**config.mk**
```make
export PLATFORM = sky130hd
export DESIGN_NAME = snake_step_scheduler
export DESIGN_NICKNAME = d
export VERILOG_FILES = /design/src/rtl/snake_step_scheduler.sv
export SDC_FILE = /design/constraint.sdc
export NUM_CORES = 1
export LEC_CHECK = 0
export ABC_AREA = 1
export CAP_MARGIN = 25
export CELL_PAD_IN_SITES_DETAIL_PLACEMENT = 1
export CELL_PAD_IN_SITES_GLOBAL_PLACEMENT = 1
export CORE_MARGIN = 1
export CORE_UTILIZATION = 23
export CTS_CLUSTER_SIZE = 30
export DETAILED_ROUTE_END_ITERATION = 8
export HOLD_SLACK_MARGIN = 0.06
export PLACE_DENSITY = 0.47
export SLEW_MARGIN = 10
export SYNTH_ARGS = -nofsm -noshare
export SYNTH_HDL_FRONTEND = slang
export SYNTH_SLANG_ARGS = --single-unit
```
**constraint.sdc**
```tcl
create_clock -name CLK -period 2 [get_ports CLK]
set_input_delay 0.3 -clock CLK [delete_from_list [all_inputs] [get_ports CLK]]
set_output_delay 0.3 -clock CLK [all_outputs]
set_load 0.02 [all_outputs]
```
**src/rtl/snake_step_scheduler.sv**
```systemverilog
// rtl/snake_step_scheduler.sv - snake step pacing, direction commit and play countdown (option macro: SNAKE_SPEEDUP_EN)
module snake_step_scheduler #(
  parameter int BASE_PERIOD = 25_000_000,
  parameter int SPEED_STEP  = 2_000_000,
  parameter int MIN_PERIOD  = 5_000_000,
  parameter int ONE_SEC     = 100_000_000,
  parameter int TIME_LIMIT  = 60
) (
  input  logic       CLK,
  input  logic       RESET_N,
  input  logic       BTNU,
  input  logic       BTND,
  input  logic       BTNL,
  input  logic       BTNR,
  input  logic [1:0] Play_State,
  input  logic [3:0] Score,
  output logic       Step,
  output logic [1:0] Direction,
  output logic [7:0] Seconds_Left,
  output logic       time_is_up
);

  typedef enum logic [1:0] {
    ST_IDLE = 2'b00,
    ST_PLAY = 2'b01,
    ST_WIN  = 2'b10,
    ST_LOSE = 2'b11
  } play_state_e;

  localparam logic [1:0]  DIR_UP          = 2'b00;
  localparam logic [1:0]  DIR_DOWN        = 2'b01;
  localparam logic [1:0]  DIR_LEFT        = 2'b10;
  localparam logic [1:0]  DIR_RIGHT       = 2'b11;
  localparam logic [31:0] ONE_SEC_LAST    = 32'(ONE_SEC - 1);
  localparam logic [7:0]  TIME_LIMIT_SECS = 8'(TIME_LIMIT);

  play_state_e play_state;
  assign play_state = play_state_e'(Play_State);

  // Button vectors are packed {U, D, L, R}.
  logic [3:0]         btn_q, btn_d;
  logic [3:0]         edge_q, edge_d;
  logic [1:0]         pending_q, pending_d;
  logic [1:0]         direction_q, direction_d;
  logic               step_q, step_d;
  logic [31:0]        count_q, count_d;
  logic [31:0]        presc_q, presc_d;
  logic [7:0]         secs_q, secs_d;
  logic               time_up_q, time_up_d;
  logic signed [31:0] period;
  logic [31:0]        period_last;
  logic               cand_valid;
  logic [1:0]         cand_dir;

`ifdef SNAKE_SPEEDUP_EN
  logic signed [31:0] raw_period;

  // Step period shrinks with score, floored at MIN_PERIOD.
  always_comb begin
    raw_period = BASE_PERIOD - int'(Score) * SPEED_STEP;
    period     = (raw_period < MIN_PERIOD) ? MIN_PERIOD : raw_period;
  end
`else
  localparam int unused_speed_params = SPEED_STEP + MIN_PERIOD;
  logic unused_score;
  assign unused_score = ^Score;
  assign period       = BASE_PERIOD;
`endif

  assign period_last = 32'(period - 1);

  // Edge-detect the buttons, then pick one candidate from the registered edges (U > D > L > R).
  always_comb begin
    btn_d      = {BTNU, BTND, BTNL, BTNR};
    edge_d     = btn_d & ~btn_q;
    cand_valid = 1'b1;
    cand_dir   = DIR_RIGHT;
    if (edge_q[3])      cand_dir   = DIR_UP;
    else if (edge_q[2]) cand_dir   = DIR_DOWN;
    else if (edge_q[1]) cand_dir   = DIR_LEFT;
    else if (edge_q[0]) cand_dir   = DIR_RIGHT;
    else                cand_valid = 1'b0;
  end

  // Step counter runs only in PLAY; reaching the period emits a one-cycle Step.
  always_comb begin
    count_d = '0;
    step_d  = 1'b0;
    if (play_state == ST_PLAY) begin
      if (count_q >= period_last) step_d  = 1'b1;
      else                        count_d = count_q + 32'd1;
    end
  end

  // IDLE loads heading directly; PLAY buffers non-reversing presses and commits on Step.
  always_comb begin
    pending_d   = pending_q;
    direction_d = direction_q;
    case (play_state)
      ST_IDLE: begin
        if (cand_valid) begin
          pending_d   = cand_dir;
          direction_d = cand_dir;
        end
      end
      ST_PLAY: begin
        // U/D and L/R differ only in the low bit, so XOR gives the opposite heading.
        if (cand_valid && (cand_dir != (direction_q ^ 2'b01))) pending_d = cand_dir;
        if (step_d) direction_d = pending_q;
      end
      default: begin
      end
    endcase
  end

  // Play-time countdown: reloaded in IDLE, runs in PLAY, frozen in WIN/LOSE, saturates at 0.
  always_comb begin
    presc_d   = presc_q;
    secs_d    = secs_q;
    time_up_d = time_up_q;
    case (play_state)
      ST_IDLE: begin
        presc_d   = '0;
        secs_d    = TIME_LIMIT_SECS;
        time_up_d = 1'b0;
      end
      ST_PLAY: begin
        if (secs_q != 8'd0) begin
          if (presc_q >= ONE_SEC_LAST) begin
            presc_d = '0;
            secs_d  = secs_q - 8'd1;
            if (secs_q == 8'd1) time_up_d = 1'b1;
          end else begin
            presc_d = presc_q + 32'd1;
          end
        end
      end
      default: begin
      end
    endcase
  end

  // State registers with asynchronous active-low reset.
  always_ff @(posedge CLK or negedge RESET_N) begin
    if (!RESET_N) begin
      btn_q       <= '0;
      edge_q      <= '0;
      pending_q   <= DIR_RIGHT;
      direction_q <= DIR_RIGHT;
      step_q      <= 1'b0;
      count_q     <= '0;
      presc_q     <= '0;
      secs_q      <= TIME_LIMIT_SECS;
      time_up_q   <= 1'b0;
    end else begin
      btn_q       <= btn_d;
      edge_q      <= edge_d;
      pending_q   <= pending_d;
      direction_q <= direction_d;
      step_q      <= step_d;
      count_q     <= count_d;
      presc_q     <= presc_d;
      secs_q      <= secs_d;
      time_up_q   <= time_up_d;
    end
  end

  assign Step         = step_q;
  assign Direction    = direction_q;
  assign Seconds_Left = secs_q;
  assign time_is_up   = time_up_q;

endmodule

```
==> flow_metrics.tcl <==
set metrics [dict create \
    die_x_um 145 \
    synth-main-ff-cell "dfrtp_1" \
    cp_max_fo 5 \
    drive_gt1_frac 0.134 \
    postSynthCellCount 624 \
    vias 4060 \
    use_met2 0.238 \
    setup.worst_path.class "reg -> out" \
    rows 51 \
    status "finished, final reports clean" \
    use_met1 0.162 \
    drtAntennaViolNets 0 \
    finalClockSkew_ps 9.70 \
    drt-wirelength-per-cell_um 13.2 \
    place_ws_ps -44.6 \
    antenna_found_initial 0 \
    die_h_um 145 \
    synth_top_area_cell "dfrtp_1" \
    synth.cells.most_frequent "nand2_1 (167), nor2_1 (119), dfrtp_1 (78), inv_1 (71), nand3_1 (33)" \
    min_period_ps 1850 \
    clock_latency_ps 350 \
    grt.busiest_layer "met2" \
    area_delta_synth_final_pct 22.4 \
    dieArea_mm2 0.0209 \
    netlist-cell-type-count 36 \
    max_stage_delay_ps 620 \
    r2r_end "presc_q[18]" \
    synth_edf_count 0 \
    rsz0062_at_grt "false" \
    core_area_mm2 0.0197 \
    worstPathCellList "clkdlybuf4s50_1" \
    routabilityCongestion 0.765 \
    syn-mean-instance-area_um2 7.50 \
    final_util 0.291 \
    yosys_warnings 0 \
    clock_path_buffers 2 \
    start_util 0.237 \
    grt_usage 0.133 \
    grt_remaining_overflow 0 \
    synthXorXnorAreaFrac 0.0393 \
    grt_pass1_wl_mm 21.4 \
    r2r_cells 11 \
    netlist_top_cells_area "dfrtp_1 (42%), nand2_1 (13%), nor2_1 (9.5%), inv_1 (5.7%), dfstp_2 (4.5%)" \
    ir_worst_vdd_v 0.000390 \
    crit_start "Seconds_Left[4]" \
    cts_root_buf "clkbuf_16" \
    synth_compound_area_frac 0.0524 \
    vias_per_cell 4.30 \
    synth_top_cell_area_share 0.417 \
    yosysMostFrequentCell "nand2_1" \
    place_hpwl_mm 9.49 \
    fin_crit_sh 0.926 \
    placed_cells 925 \
    crit_end "Seconds_Left[4]" \
    whs_ps 392 \
    drt_pass1_iterations 4 \
    fmax_ghz 0.540 \
    use_met3 0.0290 \
    critPathCaptureType "output pin" \
    num_antenna_cells 0 \
    h-tree-depth 3 \
    drt-initial-drc-count 83 \
    critical_path_required_ps 1700 \
    async_flop_share 1.00 \
    r2r_start "Seconds_Left[0]" \
    synthesis.area_mm2 0.00468 \
    synth_top_family_by_area "simple AND/OR/NAND/NOR gates" \
    synthAdderAreaFrac 0.0107 \
    cts_buffers 9 \
    synth_sequential_area_ratio 0.462 \
    yosys.area_share.simple 0.358 \
    first_global_vias 4348 \
    hold_start "btn_q[3]" \
    crit_cells 1 \
    finalHoldViolations 0 \
    drv_slew 0 \
    arrival_ps 1550 \
    tritoncts "yes" \
    maxCapViolCount 0 \
    fin_nets 690 \
    power_density_mw_per_mm2 700 \
    hp-class "reg -> reg" \
    clock_sink_count 86 \
    fin_ws_ps 148 \
    finalSetupViolCount 0 \
    io_pins 24 \
    path_buf_inv 1 \
    ys_ff_latch 86 \
    port_buffers 19 \
    drc 0 \
    power_leakage_nw 2.53 \
    drt-total-wl_mm 12.5 \
    r2r_setup_slack_ps 200 \
    grt_max_degree 33 \
    instances_no_fill 944 \
    slowest_stage "clkdlybuf4s50_1" \
    clkTransAtPathRegs_ps 70 \
    cp_top_family "buffers and inverters" \
    synthMuxAreaShare 0 \
    cp-start-kind "flop" \
]
==> cell usage in the layout, fill, tap and decap left out, drive strengths merged, types with 2 or more instances in the layout <==
| cell | count |
|---|---|
| nor3 | 9 |
| xor2 | 19 |
| nor4 | 4 |
| o21bai | 6 |
| or2 | 2 |
| dfrtp | 78 |
| clkbuf | 9 |
| conb | 7 |
| clkdlybuf4s50 | 18 |
| a31oi | 4 |
| o21ai | 24 |
| xnor2 | 2 |
| nand2 | 172 |
| dfstp | 8 |
| clkinv | 2 |
| nor3b | 5 |
| inv | 76 |
| buf | 25 |
| ha | 4 |
| a21oi | 8 |
| nor2 | 139 |
| clkinvlp | 2 |
| nand3 | 34 |
| nand4 | 18 |
==> cells by family (layout without fill, tap and decap cells) <==
kind of cell / after synthesis / count (layout)
AO/OA/AOI/OAI: 43 / 43
other: 1 / 7
buffers and inverters: 85 / 134
AND/OR/NAND/NOR: 384 / 384
XOR/XNOR: 21 / 21
flip-flops: 86 / 86
adder cells (fa/ha/maj): 4 / 4
==> where the power goes <==
| part | internal (mW) | switching, mW | total [mW] | leakage, nW |
|---|---|---|---|---|
| logic | 0.164 | 0.236 | 0.400 | 1.25 |
| clock network | 0.982 | 0.769 | 1.75 | 0.143 |
| registers | 1.82 | 0.0459 | 1.86 | 1.14 |
==> worst reg2reg max path: stages, from the launching register on <==
cell and delay, ps:
dfrtp_1 420, inv_2 100, ha_2 190, inv_1 50, nor2_2 130, nand2_2 80, nor2_2 130, nor2_4 90
buf_12 160, nand2_1 120, xor2_2 170, nor2_2 50
==> routing by layer <==
metal | wire [um] | share of wire
met2 | 6360 | 0.51
met5 | 0 | 0
met3 | 224 | 0.018
met1 | 5760 | 0.46
met4 | 127 | 0.010
==> per-stage QoR <==
stage	total power [mW]	area (um^2)	setup TNS, ps
detailed placement	2.30	5370	-230
floorplan	2.09	4700	0
global placement	2.29	5370	0
global route	4.21	5730	0
CTS	4.11	5680	0
finish	4.01	5730	0
==> sequential cells by signal, summed over array words and instances (netlist names) <==
| register | count |
|---|---|
| count_q | 32 |
| btn_q | 4 |
| time_is_up | 1 |
| Direction | 2 |
| Seconds_Left | 8 |
| Step | 1 |
| pending_q | 2 |
| presc_q | 32 |
| edge_q | 4 |
==> worst min path at each step <==
stage | to | depth (start not counted)
after floorplan | Seconds_Left[0] | 0
after global placement | presc_q[14] | 1
after detailed placement | presc_q[11] | 1
after CTS | edge_q[3] | 1
after global routing | edge_q[1] | 1
final | edge_q[3] | 1
==> final cells by class <==
| type | instances | area [um^2] |
|---|---|---|
| flip-flops and latches | 86 | 2160 |
| well taps | 265 | 332 |
| clock buffers | 9 | 225 |
| multi-input cells | 459 | 2210 |
| clock inverters | 7 | 80.1 |
| repair buffers | 44 | 440 |
| fillers | 2399 | 14000 |
| inverters | 74 | 280 |
==> timing repair <==
item	CTS	global route
gates resized for setup	0	11
endpoints found under the hold margin	24	0
setup buffers	0	2
hold buffers	1	0
endpoints found under the setup margin	0	20
No activity file was read; power rests on OpenSTA's default activity.
